<file path="config.mk">
export PLATFORM = sky130hd
export DESIGN_NAME = serial_tx8_flat
export DESIGN_NICKNAME = d
export VERILOG_FILES = /design/src/rtl/serial_tx8_if.sv /design/src/rtl/serial_tx8.sv /design/src/flat_wrapper.sv
export SDC_FILE = /design/constraint.sdc
export NUM_CORES = 1
export LEC_CHECK = 0
export BUFFER_PORTS_ARGS = -buffer_cell sky130_fd_sc_hd__clkbuf_2
export CORE_MARGIN = 5
export CORE_UTILIZATION = 52
export DETAILED_ROUTE_END_ITERATION = 7
export MAX_ROUTING_LAYER = met4
export PLACE_DENSITY = 0.78
export SETUP_SLACK_MARGIN = 0.15
export SLEW_MARGIN = 20
export SYNTH_ARGS = -nofsm -noshare
export SYNTH_HDL_FRONTEND = slang
export SYNTH_SLANG_ARGS = --single-unit
</file>
<file path="constraint.sdc">
create_clock -name Clk -period 2.85 [get_ports Clk]
set_clock_uncertainty 0.2 [all_clocks]
set_input_delay 0.4275 -clock Clk [delete_from_list [all_inputs] [get_ports Clk]]
set_output_delay 0.4275 -clock Clk [all_outputs]
set_load 0.01 [all_outputs]
</file>
<file path="src/rtl/serial_tx8_if.sv">
// Parallel-load / serial-out bus for serial_tx8: the data word and load request go in,
// and the serial line and frame status come back out.
interface serial_tx8_if #(parameter int WIDTH = 8);
  logic [WIDTH-1:0] Din;
  logic             Load;
  logic             SOut;
  logic             Busy;
  logic             Done;

  modport master (output Din, Load, input SOut, Busy, Done);
  modport slave  (input Din, Load, output SOut, Busy, Done);
endinterface

</file>
<file path="src/rtl/serial_tx8.sv">
// Frame serializer: Load in IDLE starts a frame of WIDTH bits, sent LSB first, then one Done cycle.
// Latency: the first bit appears the cycle after the capture edge. Load is ignored while a frame is in flight.
module serial_tx8 #(
  parameter int WIDTH = 8
) (
  input  logic         Clk,
  input  logic         R,
  serial_tx8_if.slave  bus
);
  localparam int CW = $clog2(WIDTH);
  localparam logic [CW-1:0] LAST = CW'(WIDTH - 1);

  typedef enum logic [1:0] {IDLE, SHIFT, DONE} state_t;

  state_t          state;
  logic [WIDTH-1:0] sreg;
  logic [CW-1:0]   cnt;
  logic            sout;
  logic            busy;
  logic            done;

  // The bit on the line is held in sout; sreg holds only the bits still waiting to go out.
  always_ff @(posedge Clk or negedge R) begin
    if (!R) begin
      state <= IDLE;
      sreg  <= '0;
      cnt   <= '0;
      sout  <= 1'b1;
      busy  <= 1'b0;
      done  <= 1'b0;
    end else begin
      case (state)
        IDLE: begin
          if (bus.Load) begin
            sreg  <= bus.Din >> 1;
            sout  <= bus.Din[0];
            cnt   <= '0;
            busy  <= 1'b1;
            state <= SHIFT;
          end
        end
        SHIFT: begin
          if (cnt == LAST) begin
            sout  <= 1'b1;
            busy  <= 1'b0;
            done  <= 1'b1;
            state <= DONE;
          end else begin
            sreg <= sreg >> 1;
            sout <= sreg[0];
            cnt  <= cnt + CW'(1);
          end
        end
        DONE: begin
          done  <= 1'b0;
          state <= IDLE;
        end
        default: begin
          sout  <= 1'b1;
          busy  <= 1'b0;
          done  <= 1'b0;
          state <= IDLE;
        end
      endcase
    end
  end

  assign bus.SOut = sout;
  assign bus.Busy = busy;
  assign bus.Done = done;
endmodule

</file>
<file path="src/flat_wrapper.sv">
// flat-port wrapper written by rule: the top's interface ports become plain ports
module serial_tx8_flat 
#(
  parameter int WIDTH = 8
)
  (Clk, R, bus_Din, bus_Load, bus_SOut, bus_Busy, bus_Done);
  serial_tx8_if #(.WIDTH(WIDTH)) bus_i ();
  input  logic Clk;
  input  logic R;
  input wire logic [$bits(bus_i.Din)-1:0] bus_Din;
  input wire logic [$bits(bus_i.Load)-1:0] bus_Load;
  output wire logic [$bits(bus_i.SOut)-1:0] bus_SOut;
  output wire logic [$bits(bus_i.Busy)-1:0] bus_Busy;
  output wire logic [$bits(bus_i.Done)-1:0] bus_Done;
  assign bus_i.Din = bus_Din;
  assign bus_i.Load = bus_Load;
  assign bus_SOut = bus_i.SOut;
  assign bus_Busy = bus_i.Busy;
  assign bus_Done = bus_i.Done;
  serial_tx8 #(.WIDTH(WIDTH)) u_core (.Clk(Clk), .R(R), .bus(bus_i));
endmodule
</file>
==> qor.tcl, run 1 <==
set qor(syn-instance-count) 58
set qor(start_util) 0.539
set qor(max_clock_freq_ghz) 0.475
set qor(finalCritPeriodShare) 0.739
set qor(worst_setup_hold_path_clk_slew_ns) 0.08
set qor(worst-r2r-cell-count) 5
set qor(routed_via_density) 5.18
set qor(fp.dieArea_um2) 2410
set qor(synth_warnings) 0
set qor(syn-mean-instance-area_um2) 13.7
set qor(min_tclk_post_route_ns) 2.11
set qor(data_arrival_time_of_the_critical_path_ns) 2.08
set qor(setup_violations) 0
set qor(drv_slew) 0
set qor(clock_tree.htree_level_count) 1
set qor(post_drt_wl_per_cell_um) 13.8
set qor(route.detailed.drc) 0
set qor(critical_path_required_ns) 2.82
set qor(leakagePower_nw) 0.482
set qor(final_util) 0.606
set qor(synthesis.nets) 71
set qor(synth.area.top_cells) {dfrtp_1 (44%), mux2_4 (25%), mux2i_1 (5.0%), dfstp_2 (3.3%), ha_1 (3.2%)}
set qor(grt_antenna_before_repair) 0
set qor(cap_viol_max_count) 0
set qor(synth_area_leader_cell) {dfrtp_1}
set qor(hold-path-cell-count) 3
set qor(drive_above_1_share) 0.446
set qor(drt-pass1-iter-count) 3
set qor(timing.final.ws_setup_ns) 0.744
set qor(cts_tree) {built}
set qor(crit_end) {u_core.sreg[0]}
set qor(cts_num_sinks) 15
set qor(timing.reg2reg.setup_slack_ns) 0.74
set qor(maxSlewHeadroom) 0.629
set qor(power_density_nw_per_um2) 1050
set qor(critical_path.max_stage_delay_ns) 0.41
set qor(post_place_worst_slack_ns) 0.735
set qor(grt_setup_unrepaired) {no}
set qor(synth_cell_type_count) 21
set qor(worst-slew-pin-transition_ns) 0.554
set qor(hpwlAfterDp_um) 937
set qor(detail-route-antenna-nets) 0
set qor(clk_root_buf) {clkbuf_4}
set qor(top_level_ports) 14
set qor(cp_cell_sequence) {ha_1 > ha_1 > nand2b_1 > a21oi_4 > mux2_4}
set qor(path_common_cell) {ha_1}
set qor(slowest_stage) {dfrtp_1}
set qor(layout-area-overhead-vs-synth_pct) 12.5
set qor(placement_rows) 14
set qor(crit_start_category) {flop}
set qor(reg2reg_from) {u_core.cnt[0]}
set qor(synth_seq_cells) 15
set qor(fillerInstances) 137
set qor(synthDominantCellAreaShare) 0.442
set qor(endpoint_kind) {flop}
set qor(gr-total-overflow) 0
set qor(antenna_cells) 0
set qor(run_status) {completed}
set qor(die_h_um) 49.1
set qor(first_global_vias) 464
set qor(hold_path_class) {in -> reg}
set qor(maximum_number_of_pins_on_one_net_before_global_route_repair) 16
set qor(seq_area_frac_synth) 0.475
set qor(grt_first_pass_wirelength_um) 2170
set qor(gp_congestion) 0.787
set qor(synth_area_um2) 793
set qor(number_of_buffers_between_clock_root_and_the_deepest_sink) 2
set qor(fp.dieW_um) 49.1
set qor(path_max_fanout) 10
set qor(core_region_area_um2) 1470
set qor(crit_type) {reg -> reg}
set qor(startpoint) {u_core.cnt[0]}
set qor(timing.final.hold_violations) 0
set qor(layout_common_cells) {dfrtp_1 (14), mux2_4 (13), clkbuf_2 (13)}
set qor(global_route.usage.total) 0.123
set qor(number_of_buffers_created_by_cts) 3
set qor(detail_route.iter0.violations) 3
set qor(clock_insertion_delay_worst_skew_ns) 0.28
set qor(worst_r2r_endpoint) {u_core.sreg[0]}
set qor(port_buffers) 13
set qor(setup_tns_ns) 0
set qor(final_routed_wirelength_um) 1240
set qor(worst_ir_drop_vdd_v) 0.000452
set qor(nNetsFinal) 88
set qor(layout_commonest_cell) {dfrtp_1}
set qor(num_vias) 466
synthesized netlist by cell type:
cell type  instances
mux2_4            13
nand2b_1           1
nor3_1             1
inv_1              3
nand2b_4           1
and2b_1            1
mux2i_1            4
buf_6              2
nor2b_2            1
a2bb2oi_1          1
dfrtp_1           14
nor2_1             3
nor2b_1            1
and2_1             1
a21oi_1            2
dfstp_2            1
a21oi_4            1
ha_1               2
o22ai_1            1
nand2_1            3
o21ai_0            1
sequential cells by signal (all words and copies together), names as in the netlist:
register         count
u_core.bus.SOut      1
u_core.state         2
u_core.bus.Busy      1
u_core.sreg          7
u_core.bus.Done      1
u_core.cnt           3
metrics by stage:
step	std cells	hold slack, ns	total power [W]	area (um2)
6_report	90	0.231	0.000933	892
5_1_grt	90	0.249	0.00100	892
4_1_cts	90	0.227	0.000946	892
3_5_place_dp	85	0.163	0.000822	856
3_3_place_gp	85	0.155	0.000805	856
2_1_floorplan	58	-0.0681	0.000759	793
area by class of cell:
class                           instances  area, um2  area share
Tap cell                               16       20.0      0.0224
Clock buffer                            4       26.3      0.0295
Timing Repair Buffer                   14       75.1      0.0842
Multi-Input combinational cell         38        383       0.429
Inverter                                3       11.3      0.0126
Sequential cell                        15        377       0.422
timing repair:
action	CTS	global route
hold buffers	1	0
buffers inserted	0	0
resized for setup	0	0
hold endpoints to repair	14	0
routing by layer:
| metal | part of all wire | vias up | GRT usage |
|---|---|---|---|
| li1 | - | 230 | - |
| met1 | 0.47 | 219 | 0.151 |
| met2 | 0.44 | 14 | 0.167 |
| met3 | 0.066 | 3 | 0.0459 |
| met4 | 0.026 | 0 | 0.0807 |
| met5 | 0 | - | - |
worst min path at each step:
stage          startpoint              end  slack, ns
2_1_floorplan           R  u_core.bus.Busy      -0.07
3_3_place_gp            R  u_core.bus.Done       0.16
3_5_place_dp            R  u_core.bus.Done       0.16
4_1_cts        bus_Din[0]  u_core.bus.SOut       0.23
5_1_grt        bus_Din[0]  u_core.bus.SOut       0.25
6_report       bus_Din[0]  u_core.bus.SOut       0.23
cell families after synthesis:
family	after synthesis	synth area share
adder cells (fa/ha/maj)	2	0.0315
buffers and inverters	5	0.0426
AO/OA/AOI/OAI	6	0.0584
AND/OR/NAND/NOR	13	0.0962
multiplexers	17	0.297
flip-flops	15	0.475
report_power, final:
| part | internal, W | leakage [nW] | switching (W) |
|---|---|---|---|
| sequential | 0.000307 | 0.183 | 0.0000644 |
| clock | 0.0000544 | 0.0150 | 0.0000656 |
| combinational | 0.000278 | 0.285 | 0.000164 |
worst max-delay path: cells and delay by family (launching register included):
family	cells	cell delay, ns
adders and majority gates	2	0.46
muxes	1	0.34
DFF	1	0.41
AOI/OAI and AO/OA	1	0.40
and+or+nand+nor	1	0.19
(Power assumes the default switching activity.)
==> run 2, diff against run 1 <==
- CORE_UTILIZATION: 52 -> 47
- PLACE_DENSITY: 0.78 -> 0.75
- clock period: 2.85 -> 1.8 ns (I/O delays scaled with it)
==> qor.tcl, run 2 (synthesis results as in run 1) <==
set qor(fp.dieW_um) 51.1 ;# +4.1%
set qor(number_of_buffers_created_by_cts) 3 ;# unchanged
set qor(detail-route-antenna-nets) 0 ;# unchanged
set qor(timing.final.ws_setup_ns) -0.0152 ;# -0.759 ns
set qor(nNetsFinal) 95 ;# +8.0%
set qor(grt_antenna_before_repair) 0 ;# unchanged
set qor(min_tclk_post_route_ns) 1.82 ;# -0.291 ns
set qor(gr-total-overflow) 0 ;# unchanged
set qor(fin_area_um2) 981 ;# +10%
set qor(hold_path_class) {in -> reg}
set qor(run_status) {finished, violations left}
set qor(instances_no_fill) 97 ;# +7.8%
set qor(cts_tree) {built}
set qor(global_route.usage.total) 0.131 ;# +0.00797
set qor(number_of_buffers_between_clock_root_and_the_deepest_sink) 2 ;# unchanged
set qor(grt_setup_unrepaired) {yes}
set qor(crit_type) {reg -> reg}
set qor(gp_congestion) 0.712 ;# -9.5%
set qor(core_region_area_um2) 1560 ;# +6.0%
set qor(timing.final.hold_violations) 0 ;# unchanged
set qor(drt-pass1-iter-count) 2 ;# -1
set qor(post_place_worst_slack_ns) -0.0143 ;# -0.750 ns
set qor(dp.cells) 91 ;# +7.1%
set qor(cap_viol_max_count) 0 ;# unchanged
set qor(grt_first_pass_wirelength_um) 2470 ;# +14%
set qor(setup_violations) 3 ;# +3
set qor(clock_insertion_delay_worst_skew_ns) 0.28 ;# about the same
set qor(clk_root_buf) {clkbuf_4}
set qor(post_drt_wl_per_cell_um) 13.6 ;# -1.4%
set qor(cts_num_sinks) 15 ;# unchanged
set qor(maxSlewHeadroom) 0.752 ;# +0.123
set qor(detail_route.iter0.violations) 3 ;# unchanged
set qor(final_routed_wirelength_um) 1320 ;# +6.3%
set qor(slowest_stage) {dfrtp_1}
set qor(placed_instance_area_um2) 936 ;# +9.4%
set qor(p_total_w) 0.00164 ;# +76%
set qor(layout_common_cells) {dfrtp_1 (14), mux2_4 (13), clkbuf_2 (13)}
set qor(route.detailed.drc) 0 ;# unchanged
set qor(endpoint_kind) {flop}
set qor(fin_hold_ws_ns) 0.0590 ;# -0.172 ns
set qor(critical_path_required_ns) 1.77 ;# -1.05 ns
set qor(largest_register_ffs) 7 ;# unchanged
set qor(layout-area-overhead-vs-synth_pct) 23.7
set qor(postCtsResizedCells) 0 ;# unchanged
set qor(num_vias) 493 ;# +5.8%
set qor(largest-register) {u_core.sreg}
set qor(worst-slew-pin-transition_ns) 0.372 ;# -0.183 ns
set qor(worst_ir_drop_vdd_v) 0.000845 ;# +87%
set qor(power_density_nw_per_um2) 1680 ;# +60%
set qor(drv_slew) 0 ;# unchanged
set qor(die_h_um) 51.1 ;# +4.1%
set qor(placement_rows) 14 ;# unchanged
set qor(data_arrival_time_of_the_critical_path_ns) 1.78 ;# -0.30 ns
set qor(antenna_cells) 0 ;# unchanged
set qor(routed_via_density) 5.08 ;# -1.8%
set qor(max_clock_freq_ghz) 0.551 ;# +16%
set qor(top_level_ports) 14 ;# unchanged
set qor(path_max_fanout) 9 ;# -1
set qor(fp.dieArea_um2) 2610 ;# +8.4%
set qor(clock_tree.htree_level_count) 1 ;# unchanged
set qor(cp_cell_sequence) {ha_2 > ha_4 > nand2b_4 > a21oi_4 > buf_12 > mux2_4}
set qor(leakagePower_nw) 0.522 ;# +8.1%
set qor(worst_setup_hold_path_clk_slew_ns) 0.09 ;# about the same
set qor(crit_start_category) {flop}
set qor(violations) {negative setup slack}
set qor(finalCritPeriodShare) 1.01 ;# +0.269
set qor(critical_path.max_stage_delay_ns) 0.40 ;# about the same
set qor(port_buffers) 13 ;# unchanged
set qor(maximum_number_of_pins_on_one_net_before_global_route_repair) 16 ;# unchanged
set qor(layout_commonest_cell) {dfrtp_1}
set qor(hpwlAfterDp_um) 1010 ;# +7.5%
set qor(drive_above_1_share) 0.543 ;# +0.0973
set qor(first_global_vias) 538 ;# +16%
set qor(start_util) 0.509 ;# -0.0303
set qor(largest_registers) {u_core.sreg (7), u_core.cnt (3), u_core.state (2)}
set qor(fillerInstances) 118 ;# -14%
-- run 2: what timing repair did --
item / in CTS / in global routing
endpoints found under the setup margin: 9 / 9
setup buffers: 1 / 0
hold buffers: 1 / 0
endpoints found under the hold margin: 15 / 0
cloned: 0 / 0
-- run 2: power by group --
part / switching, W / internal [W]
Clock: 0.000109 / 0.0000825
Sequential: 0.0000880 / 0.000486
Combinational: 0.000319 / 0.000560
-- run 2: routing by layer --
layer,GRT usage,part of all wire,vias up
met5,-,0,-
met4,0.0538,0.013,0
met3,0.0262,0.055,2
met2,0.197,0.46,13
met1,0.173,0.47,233
li1,-,-,245
-- run 2: per-stage QoR --
step,setup TNS [ns],util
3_5_place_dp,-0.0378,0.600
6_report,-0.0239,0.629
4_1_cts,-0.0340,0.629
3_3_place_gp,0,0.600
5_1_grt,-0.385,0.629
2_1_floorplan,-0.342,-
-- run 2: worst paths after layout --
kind                            cells past startpoint         endpoint  slack, ns            start
min in group asynchronous                           2  u_core.state[0]       0.22                R
max in group asynchronous                           2  u_core.bus.SOut       0.87                R
worst min register to register                      1  u_core.bus.SOut       0.27  u_core.state[0]
worst max register to register                      6    u_core.cnt[0]      -0.02    u_core.cnt[1]
worst min-delay path                                3  u_core.bus.SOut       0.06       bus_Din[0]
worst max-delay path                                6    u_core.cnt[0]      -0.02    u_core.cnt[1]
-- run 2: worst max-delay path, delay by kind of cell, from the launching register on --
| kind | cells | cell delay (ns) |
|---|---|---|
| flops | 1 | 0.40 |
| fa+ha+maj | 2 | 0.36 |
| mux | 1 | 0.30 |
| compound gates | 1 | 0.16 |
| buf+inv | 1 | 0.15 |
| simple gates | 1 | 0.14 |
-- run 2: layout make-up --
class / count / area [um2] / area share
Timing Repair Buffer: 21 / 140 / 0.143
Clock buffer: 3 / 22.5 / 0.0230
Multi-Input combinational cell: 38 / 405 / 0.413
Sequential cell: 15 / 377 / 0.384
Tap cell: 16 / 20.0 / 0.0204
Clock inverter: 1 / 5.00 / 0.00510
Inverter: 3 / 11.3 / 0.0115
